==> config.mk <==
export PLATFORM = sky130hd
export DESIGN_NAME = elastic_reg
export DESIGN_NICKNAME = d
export VERILOG_FILES = /design/src/rtl/elastic_reg_pkg.sv /design/src/rtl/elastic_reg.sv
export SDC_FILE = /design/constraint.sdc
export NUM_CORES = 1
export LEC_CHECK = 0
export ABC_AREA = 0
export CAP_MARGIN = 15
export CELL_PAD_IN_SITES_DETAIL_PLACEMENT = 0
export CELL_PAD_IN_SITES_GLOBAL_PLACEMENT = 1
export CORE_MARGIN = 5
export CORE_UTILIZATION = 25
export CTS_BUF_LIST = sky130_fd_sc_hd__clkbuf_4 sky130_fd_sc_hd__clkbuf_8
export DETAILED_ROUTE_END_ITERATION = 8
export GPL_TIMING_DRIVEN = 1
export PLACE_DENSITY_LB_ADDON = 0.1
export SETUP_SLACK_MARGIN = 0.2
export SYNTH_ARGS = -nofsm -noshare
export SYNTH_HDL_FRONTEND = slang
export SYNTH_SLANG_ARGS = --single-unit
export TNS_END_PERCENT = 10
==> constraint.sdc <==
create_clock -name clk -period 3.7 [get_ports clk]
set_input_delay 1.11 -clock clk [delete_from_list [all_inputs] [get_ports clk]]
set_output_delay 1.11 -clock clk [all_outputs]
set_load 0.01 [all_outputs]
==> src/rtl/elastic_reg_pkg.sv <==
// Shared constants and width helpers for the elastic register FIFO.
package elastic_reg_pkg;

  localparam int DEFAULT_WIDTH = 8;
  localparam int DEFAULT_DEPTH = 2;
  localparam int STALL_CNT_W   = 16;

  // Pointer width; a single-entry index still needs one bit.
  function automatic int ptr_width(input int depth);
    return (depth <= 1) ? 1 : $clog2(depth);
  endfunction

  function automatic int count_width(input int depth);
    return $clog2(depth + 1);
  endfunction

endpackage

==> src/rtl/elastic_reg.sv <==
// Elastic register: circular-buffer FIFO with 1-cycle latency and registered in_ready.
// Optional stall statistics counter enabled by defining ELASTIC_REG_STATS_EN.
module elastic_reg
  import elastic_reg_pkg::*;
#(
  parameter int WIDTH = DEFAULT_WIDTH,
  parameter int DEPTH = DEFAULT_DEPTH
) (
  input  logic                          clk,
  input  logic                          reset,
  input  logic [WIDTH-1:0]              in_data,
  input  logic                          in_valid,
  output logic                          in_ready,
  output logic [WIDTH-1:0]              out_data,
  output logic                          out_valid,
  input  logic                          out_ready,
  output logic [count_width(DEPTH)-1:0] count
`ifdef ELASTIC_REG_STATS_EN
  ,
  output logic [STALL_CNT_W-1:0]        stall_cnt
`endif
);

  localparam int PW = ptr_width(DEPTH);
  localparam int CW = count_width(DEPTH);

  logic [PW-1:0]    wr_ptr_reg, wr_ptr_next;
  logic [PW-1:0]    rd_ptr_reg, rd_ptr_next;
  logic [CW-1:0]    count_reg, count_next;
  logic [WIDTH-1:0] mem_reg [DEPTH];
  logic             push, pop;

  // Handshake flags depend only on count_reg, so out_ready never reaches in_ready.
  assign in_ready  = (count_reg != CW'(DEPTH));
  assign out_valid = (count_reg != '0);
  assign out_data  = mem_reg[rd_ptr_reg];
  assign count     = count_reg;
  assign push      = in_valid & in_ready;
  assign pop       = out_valid & out_ready;

  always_comb begin
    wr_ptr_next = wr_ptr_reg;
    rd_ptr_next = rd_ptr_reg;
    count_next  = count_reg;
    if (push) begin
      wr_ptr_next = (wr_ptr_reg == PW'(DEPTH - 1)) ? '0 : wr_ptr_reg + PW'(1);
    end
    if (pop) begin
      rd_ptr_next = (rd_ptr_reg == PW'(DEPTH - 1)) ? '0 : rd_ptr_reg + PW'(1);
    end
    case ({push, pop})
      2'b10:   count_next = count_reg + CW'(1);
      2'b01:   count_next = count_reg - CW'(1);
      default: count_next = count_reg;
    endcase
  end

  always_ff @(posedge clk or posedge reset) begin
    if (reset) begin
      wr_ptr_reg <= '0;
      rd_ptr_reg <= '0;
      count_reg  <= '0;
    end else begin
      wr_ptr_reg <= wr_ptr_next;
      rd_ptr_reg <= rd_ptr_next;
      count_reg  <= count_next;
    end
  end

  // One register per entry, written only when the write pointer selects it.
  for (genvar gi = 0; gi < DEPTH; gi++) begin : g_entry
    always_ff @(posedge clk or posedge reset) begin
      if (reset) begin
        mem_reg[gi] <= '0;
      end else if (push && (wr_ptr_reg == PW'(gi))) begin
        mem_reg[gi] <= in_data;
      end
    end
  end

`ifdef ELASTIC_REG_STATS_EN
  logic [STALL_CNT_W-1:0] stall_cnt_reg;

  always_ff @(posedge clk or posedge reset) begin
    if (reset) begin
      stall_cnt_reg <= '0;
    end else if (in_valid && !in_ready && (stall_cnt_reg != '1)) begin
      stall_cnt_reg <= stall_cnt_reg + STALL_CNT_W'(1);
    end
  end

  assign stall_cnt = stall_cnt_reg;
`endif

endmodule

======== Word level (Yosys, flattened, before mapping) ========
Index checks and enable logic that the tools add are counted.
cells by class
  $add $sub $neg .......................... 4
  order comparisons ....................... 1
  eq/ne operators ......................... 3
  muxes and demuxes ....................... 6
  bitwise operators ....................... 4
  reduce and logical (&&, ||, !) cells .... 4
operator list
  kind                                                      number
  two-way mux 8 bit                                         3
  one-hot mux 2 bit (2 select lines)                        1
  nonzero test 2 bit                                        2
  adder 1 bit, second input constant                        2
  adder 2 x 1 -> 2 bit, second input constant               1
  AND 1 bit                                                 2
  equality test 2 x 1 -> 1 bit, second input constant       1
  equality test 2 bit, second input constant                1
  greater-or-equal comparator 2 bit, second input constant  1
  logical AND 1 bit                                         2
  two-way mux 1 bit                                         2
  != test 2 bit, second input constant                      1
  inverter 1 -> 2 bit                                       1
  subtractor 2 x 1 -> 2 bit, second input constant          1
  inverter 1 bit                                            1
word-level totals
  register bits after elaboration ......... 20
  input bits .............................. 12
  word-level logic and storage cells ...... 27

======== Depth between registers and ports, before layout ========
Gate-level depths: netlist (run 1).
  depth after elaboration ................. 4
  depth in mapped cells ................... 6
  depth with buffers taken out ............ 6

======== Worst setup path before layout (run 1) ========
Ideal clock, no wire load.
  kind .................................... register to output
  start ................................... reg rd_ptr_reg
  end ..................................... out out_data[0]
  arrival time ............................ 0.857 ns
  data required time ...................... 2.590 ns
  slack ................................... 1.733 ns
  stages on the path, launching flop included .. 3
  buffers on the path ..................... 1
  cells stage by stage .................... dfrtp_1 > buf_2 > mux2_2
between the ends
  cells in the longest elaborated chain, start to end .. 4
ends and longest elaborated chain
  what                                                   RTL line           RTL
  start: declaration                                     elastic_reg.sv:28  logic [PW-1:0] rd_ptr_reg, rd_ptr_next;
  start signal: assignment                               elastic_reg.sv:65  rd_ptr_reg <= rd_ptr_next;
  inverter 1 -> 2 bit (implied by the code)              elastic_reg.sv:36  assign out_data = mem_reg[rd_ptr_reg];
  two-way mux 8 bit (implied by the code) (3 in series)  elastic_reg.sv:36
  end: declaration                                       elastic_reg.sv:14  output logic [WIDTH-1:0] out_data,
Every way passes these cells. The select of a mux whose other input is x is not followed.

======== Final worst setup path (run 1) ========
  start ................................... reg rd_ptr_reg
  end ..................................... out out_data[6]
Same word-level chain as after synthesis.

==> results.toml, run 1 <==
[cells_and_area]
post_route_cells_drive_above_1_share = 0.365
diodes = 0
area_growth_pct = 32.7
fin_nets = 99
largest_reg_flops = 16

[critical_path]
r2r-start = "count[0]$_DFFE_PP0P_"
reg2reg_setup_slack_ns = 2.07
start_kind = "flip-flop"
cp-end-kind = "primary output"
slowest_stage = "dfrtp_1"
cp.required_ns = 2.59
critical_path.max_stage_delay_ns = 0.61
critPathMaxFanout = 9
critPathBufInv = 1
timing_worst_setup_path_type = "flip-flop to primary output"
cp-startpoint = "rd_ptr_reg$_DFFE_PP0P_"
rr_endpoint = "count[1]$_DFFE_PP0P_"
crit_end = "out_data[6]"
path_delay_family = "flip-flops"
crit_chain = "mux2_2 -> clkdlybuf4s50_1"
crit_cells = 2
cp.arrival_ns = 1.74
reg2reg_depth = 5

[clocking]
clockRootBuffer = "clkbuf_8"
clk_latency_ns = 0.25
htreeDepth = 1
postCtsResizedCells = 0
path_clk_slew_ns = 0.08
cts_tree = "built"
cts_made_buffers = 3
post-cts-setup-buffer-count = 0
postCtsHoldBufs = 0
clock_sinks = 20
clk_path_buf_depth = 2

[place]
port_buffers = 23
dp_hpwl_um = 1280
dp_slack_ns = 1.05
place_congestion = 0.687

[synthesis]
synth_top_flop_cell = "dfrtp_1"
synth_top_cell_area_share = 0.515
ys_async_sr_fraction = 1.00
syn_nets = 74
avgSynthCellArea_um2 = 15.9
synth_area_leaders = "dfrtp_1 (51%), mux2_4 (25%), mux2_2 (9.3%)"
ys_seq_area_frac = 0.515
ys_ff_latch = 20
yosysTopAreaCell = "dfrtp_1"
synth_edf_count = 0
ys_types = 16
netlist_area_um2 = 972
synthCells = 61
yosys_warnings = 0
synth_most_common_cell = "dfrtp_1"
synth_common_cells = "dfrtp_1 (20), mux2_4 (16), mux2_2 (8)"

[route]
wl_per_cell_um = 14.1
drt-initial-drc-count = 23
ant_nets = 0
drc_errors = 0
wirelength_um = 1880
first_pass_iters = 2
vias = 539
via_per_inst = 4.05

[timing]
fmax_mhz = 351
finalCritPeriodShare = 0.769
setup_violations = 0
tightest_slew_ns = 0.790
slew_viol_final = 0
relSlewSlack = 0.473
timing.setup.tns_ns = 0
rsz0062_at_grt = "no"
hold_viol_final = 0
period_needed_ns = 2.85
skew_ns = 0.00182
setup_slack_ns = 0.853

[global_route]
grt_start_max_net_pins = 21
grt_pass1_vias = 619
grt_usage = 0.0795
antenna_found_initial = 0
grt-ovfl-total = 0
grt_pass1_wl_um = 3180

[flow_run]
maxCapViolations = 0

[run_status]
status = "finished clean"

[die]
die_h_um = 72.4
start_util = 0.262
ios = 24
core-area_um2 = 3720
rows = 22
fp.dieW_um = 72.4
die_area_um2 = 5240

[min_path]
worstHoldPathType = "flip-flop to flip-flop"

[pwr]
p_per_area_nw_per_um2 = 940
vdd_drop_max_mv = 0.255
leakagePower_nw = 0.561
[cells by family (layout without fill, tap and decap cells)]
family,count (synthesis),count (layout),share of synthesized area
buf+inv,4,28,0.0322
flops,20,20,0.515
simple gates,7,7,0.0553
xor+xnor,5,5,0.0451
mux,24,24,0.340
fa+ha+maj,1,1,0.0129
[through the flow]
| stage | util | hold WS, ns | instances | cell area, um2 | power [mW] |
|---|---|---|---|---|---|
| floorplan | - | 0.461 | 61 | 972 | 0.825 |
| global placement | 0.332 | 0.479 | 129 | 1230 | 1.06 |
| detailed placement | 0.332 | 0.493 | 129 | 1230 | 1.06 |
| CTS | 0.347 | 0.504 | 133 | 1290 | 1.23 |
| global route | 0.347 | 0.524 | 133 | 1290 | 1.29 |
| finish | 0.347 | 0.500 | 133 | 1290 | 1.21 |
[layout make-up]
| class | instances | area (um2) |
|---|---|---|
| repair buffers | 23 | 230 |
| multi-input cells | 37 | 440 |
| flip-flops and latches | 20 | 500 |
| clock buffers | 4 | 55.1 |
| fillers | 379 | 2430 |
| well taps | 48 | 60.1 |
| inverters | 1 | 3.75 |
[cell usage in the layout, fill, tap and decap left out]
master and count:
and3_4 1, or2_2 1, dfrtp_1 20, nand2_1 1, inv_1 1, nor2_1 1
mux2_2 8, xnor2_1 3, nand2b_4 1, mux2_4 16, and2_1 1, clkbuf_8 4
clkdlybuf4s50_1 23, and3b_1 1, xor2_1 2, ha_1 1
[worst min path at each step]
stage,cells past startpoint,slack [ns],endpoint,from
global route,1,0.52,mem_reg[11]$_DFFE_PP0P_,mem_reg[11]$_DFFE_PP0P_
finish,1,0.50,wr_ptr_reg$_DFFE_PP0P_,wr_ptr_reg$_DFFE_PP0P_
detailed placement,1,0.49,wr_ptr_reg$_DFFE_PP0P_,wr_ptr_reg$_DFFE_PP0P_
floorplan,1,0.46,wr_ptr_reg$_DFFE_PP0P_,wr_ptr_reg$_DFFE_PP0P_
global placement,1,0.48,wr_ptr_reg$_DFFE_PP0P_,wr_ptr_reg$_DFFE_PP0P_
CTS,1,0.50,wr_ptr_reg$_DFFE_PP0P_,wr_ptr_reg$_DFFE_PP0P_
[report_power, final]
group	leakage [nW]	internal [mW]	total, mW	switching [mW]
clock network	0.0288	0.0946	0.168	0.0732
logic	0.297	0.424	0.621	0.196
registers	0.235	0.334	0.424	0.0905
[per-layer routing]
| layer | track usage | part of all wire | vias to the layer above |
|---|---|---|---|
| li1 | - | - | 256 |
| met1 | 0.102 | 0.49 | 269 |
| met2 | 0.119 | 0.44 | 12 |
| met3 | 0.0263 | 0.054 | 2 |
| met4 | 0.0376 | 0.012 | 0 |
| met5 | 0 | 0 | - |
Note: power is estimated with default switching activity, not from simulation.
==> run 2: changes to the inputs <==
==> constraint.sdc (replaced) <==
create_clock -name clk -period 2.8 [get_ports clk]
set_input_delay 0.84 -clock clk [delete_from_list [all_inputs] [get_ports clk]]
set_output_delay 0.84 -clock clk [all_outputs]
set_load 0.01 [all_outputs]
==> results.toml, run 2 (same netlist as run 1, synthesis figures left out) <==
[cells_and_area]
final_common_cell = "clkdlybuf4s50_1"
area_growth_pct = 36.0
largest_reg_flops = 16
register_area_um2 = 502
n_fill_cell = 371
final_cell_mix = "clkdlybuf4s50_1 (23), dfrtp_1 (19), mux2_4 (16), mux2_2 (8)"
diodes = 0
multiInputGateArea_um2 = 440
fin_cells = 135
fin_nets = 101
post_route_cells_drive_above_1_share = 0.391

[critical_path]
cp.arrival_ns = 1.60
cp-end-kind = "primary output"
path_delay_family = "flip-flops"
crit_chain = "mux2_2 -> clkdlybuf4s50_1"
slowest_stage = "dfrtp_2"
cp.required_ns = 1.96
timing_worst_setup_path_type = "flip-flop to primary output"
critPathBufInv = 1
critical_path.max_stage_delay_ns = 0.51
critPathMaxFanout = 9
start_kind = "flip-flop"

[global_route]
grt_pass1_wl_um = 3090
grt-ovfl-total = 0
grt_start_max_net_pins = 21
grt_pass1_vias = 579
antenna_found_initial = 0
grt_usage = 0.0784

[timing]
timing.setup.tns_ns = 0
setup_slack_ns = 0.357
finalCritPeriodShare = 0.872
relSlewSlack = 0.827
fmax_mhz = 409
tightest_slew_ns = 0.260
slew_viol_final = 0
rsz0062_at_grt = "no"
setup_violations = 0
skew_ns = 0.00664
hold_viol_final = 0
period_needed_ns = 2.44
whs_ns = 0.492

[die]
ios = 24
fp.dieW_um = 72.4
die_area_um2 = 5240
start_util = 0.262
rows = 22
core-area_um2 = 3720
die_h_um = 72.4

[clocking]
htreeDepth = 1
path_clk_slew_ns = 0.07
cts_tree = "built"
postCtsResizedCells = 0
clockRootBuffer = "clkbuf_8"
cts_made_buffers = 3
postCtsHoldBufs = 0
clk_latency_ns = 0.25
post-cts-setup-buffer-count = 0
clk_path_buf_depth = 2
clock_sinks = 20

[pwr]
vdd_drop_max_mv = 0.439
p_per_area_nw_per_um2 = 1270
p_total_mw = 1.68
leakagePower_nw = 0.577

[place]
dp_hpwl_um = 1270
dp_slack_ns = 0.495
port_buffers = 23
place_congestion = 0.658
dp.cells = 131

[route]
drt-initial-drc-count = 4
wirelength_um = 1830
vias = 530
ant_nets = 0
wl_per_cell_um = 13.6
first_pass_iters = 3
via_per_inst = 3.93
drc_errors = 0

[run_status]
status = "finished clean"

[min_path]
worstHoldPathType = "flip-flop to flip-flop"

[flow_run]
maxCapViolations = 0
==> run 2: cell types whose count changed in the layout (fill, tap and decap cells not counted), sizes merged <==
cell    change
bufinv      +1
clkbuf      -1
buf         +2
==> run 2: per-layer routing <==
layer / up-vias / share of wire / track usage
met2: 14 / 0.45 / 0.104
li1: 260 / - / -
met3: 2 / 0.059 / 0.0374
met5: - / 0 / 0
met1: 254 / 0.48 / 0.113
met4: 0 / 0.0098 / 0.0188
==> run 2: final cells by class <==
type                            instances  area share
Sequential cell                        20       0.379
Timing Repair Buffer                   25       0.185
Inverter                                1     0.00284
Multi-Input combinational cell         37       0.333
Clock buffer                            3      0.0312
Clock inverter                          1      0.0227
Tap cell                               48      0.0454
==> run 2: where the power goes <==
group	total, mW	internal (mW)	switching, mW	leakage [nW]
clock	0.284	0.191	0.0931	0.0357
combinational	0.828	0.567	0.261	0.307
sequential	0.564	0.443	0.121	0.234
==> run 2: metrics by stage <==
stage,utilization,instance area [um2]
after CTS,0.356,1320
final,0.356,1320
after floorplan,-,972
after global placement,0.336,1250
after detailed placement,0.336,1250
after global routing,0.356,1320
==> run 2: worst reg2reg max path, cell delays in order (launching register included) <==
cell     delay (ns)
dfrtp_1        0.44
or2_2          0.32
and2_1         0.19
ha_1           0.31
nor2_1         0.14
xor2_1         0.14
==> run 2: worst paths after layout <==
kind	start	end	slack (ns)	depth (start not counted)
worst max register to register	count[0]$_DFFE_PP0P_	count[1]$_DFFE_PP0P_	1.19	5
min in group asynchronous	reset	mem_reg[7]$_DFFE_PP0P_	0.91	3
worst min-delay path	wr_ptr_reg$_DFFE_PP0P_	wr_ptr_reg$_DFFE_PP0P_	0.49	1
worst max-delay path	rd_ptr_reg$_DFFE_PP0P_	out_data[3]	0.36	2
max in group asynchronous	reset	rd_ptr_reg$_DFFE_PP0P_	1.66	3
worst min register to register	wr_ptr_reg$_DFFE_PP0P_	wr_ptr_reg$_DFFE_PP0P_	0.49	1
==> run 3: changes to the inputs <==
--- a/config.mk
+++ b/config.mk
@@ -9,7 +9,7 @@
 export CAP_MARGIN = 15
 export CELL_PAD_IN_SITES_DETAIL_PLACEMENT = 0
 export CELL_PAD_IN_SITES_GLOBAL_PLACEMENT = 1
-export CORE_MARGIN = 5
+export CORE_MARGIN = 2
 export CORE_UTILIZATION = 25
 export CTS_BUF_LIST = sky130_fd_sc_hd__clkbuf_4 sky130_fd_sc_hd__clkbuf_8
 export DETAILED_ROUTE_END_ITERATION = 8
==> results.toml, run 3 (same netlist as run 1, synthesis figures left out) <==
[clocking]
clk_path_buf_depth = 2
path_clk_slew_ns = 0.08
clock_sinks = 20
cts_tree = "built"
post-cts-setup-buffer-count = 0
htreeDepth = 1
clk_latency_ns = 0.26
cts_made_buffers = 3
postCtsHoldBufs = 0
clockRootBuffer = "clkbuf_8"

[timing]
hold_viol_final = 0
timing.setup.tns_ns = 0
setup_slack_ns = 0.348
relSlewSlack = 0.817
finalCritPeriodShare = 0.876
skew_ns = 0.00612
setup_violations = 0
tightest_slew_ns = 0.274
rsz0062_at_grt = "no"
fmax_mhz = 408
period_needed_ns = 2.45
slew_viol_final = 0

[pwr]
switching_share = 0.294
p_clk_frac = 0.138
p_per_area_nw_per_um2 = 1230
p_int_mw = 1.13
leakagePower_nw = 0.570
vdd_drop_max_mv = 0.463
netSwitchingPower_uw = 472
p_comb_frac = 0.513
power.share.sequential = 0.349

[run_status]
status = "finished clean"

[global_route]
grt_pass1_wl_um = 3080
grt_start_max_net_pins = 21
grt_usage = 0.0964
antenna_found_initial = 0
grt-ovfl-total = 0
grt_pass1_vias = 609

[place]
dp_slack_ns = 0.476
dp_hpwl_um = 1160
place_congestion = 0.622
port_buffers = 23

[critical_path]
critPathBufInv = 1
critical_path.max_stage_delay_ns = 0.51
cp.required_ns = 1.96
crit_chain = "mux2_2 -> clkdlybuf4s50_1"
slowest_stage = "dfrtp_2"
cp.arrival_ns = 1.61
path_delay_family = "flip-flops"
start_kind = "flip-flop"
critPathMaxFanout = 9
timing_worst_setup_path_type = "flip-flop to primary output"
cp-end-kind = "primary output"

[cells_and_area]
post_route_cells_drive_above_1_share = 0.391
largest_reg_flops = 16
area_growth_pct = 34.4
final_common_cell = "clkdlybuf4s50_1"
diodes = 0
fin_nets = 101
final_cell_mix = "clkdlybuf4s50_1 (23), dfrtp_1 (19), mux2_4 (16), mux2_2 (8), clkbuf_8 (4)"

[die]
ios = 24
die_area_um2 = 4400
rows = 22
start_util = 0.264
fp.dieW_um = 66.4
die_h_um = 66.4
core-area_um2 = 3690

[route]
ant_nets = 0
drt-initial-drc-count = 17
wl_per_cell_um = 13.3
via_per_inst = 4.04
drc_errors = 0
vias = 545
wirelength_um = 1790
first_pass_iters = 2

[flow_run]
maxCapViolations = 0

[min_path]
worstHoldPathType = "flip-flop to flip-flop"
## run 3: cell types whose count changed in the layout (fill, tap and decap cells not counted), sizes merged
cell and change:
clkbuf +1, bufinv -1
## run 3: worst paths after layout
check / startpoint / end / slack (ns) / cells after the start
max reg2reg: count[0]$_DFFE_PP0P_ / count[1]$_DFFE_PP0P_ / 1.18 / 5
max: rd_ptr_reg$_DFFE_PP0P_ / out_data[0] / 0.35 / 2
min: wr_ptr_reg$_DFFE_PP0P_ / wr_ptr_reg$_DFFE_PP0P_ / 0.50 / 1
max in group asynchronous: reset / rd_ptr_reg$_DFFE_PP0P_ / 1.66 / 3
min in group asynchronous: reset / mem_reg[9]$_DFFE_PP0P_ / 0.91 / 3
min reg2reg: wr_ptr_reg$_DFFE_PP0P_ / wr_ptr_reg$_DFFE_PP0P_ / 0.50 / 1
## run 3: per-stage QoR
stage                     area (um2)   util  hold WS, ns  cells  total power [mW]
final                           1310  0.354        0.496    135              1.61
after global routing            1310  0.354        0.527    135              1.72
after CTS                       1310  0.354        0.500    135              1.63
after detailed placement        1250  0.339        0.489    131              1.40
after global placement          1250  0.339        0.476    131              1.40
after floorplan                  972      -        0.461     61              1.09
## run 3: layout make-up
type | instances | area, um2
Clock buffer | 4 | 55.1
Fill cell | 390 | 2380
Inverter | 1 | 3.75
Multi-Input combinational cell | 37 | 440
Sequential cell | 20 | 502
Tap cell | 48 | 60.1
Timing Repair Buffer | 25 | 245
## run 3: timing repair
item,in CTS,in global routing
resized for setup,1,0
hold endpoints to repair,0,0
setup endpoints to repair,8,0
## run 3: per-layer routing
layer	part of all wire	track usage	up-vias
met4	0.0095	0.0536	0
met5	0	0	-
met1	0.51	0.134	272
met3	0.038	0.0204	2
met2	0.44	0.138	13
li1	-	-	258
## run 3: power groups by stage
stage	clock (mW)	combinational (mW)	sequential (mW)
after CTS	0.231	0.838	0.566
after detailed placement	0	0.830	0.567
final	0.222	0.824	0.561
after global routing	0.246	0.890	0.589
after floorplan	0	0.570	0.520
after global placement	0	0.833	0.568
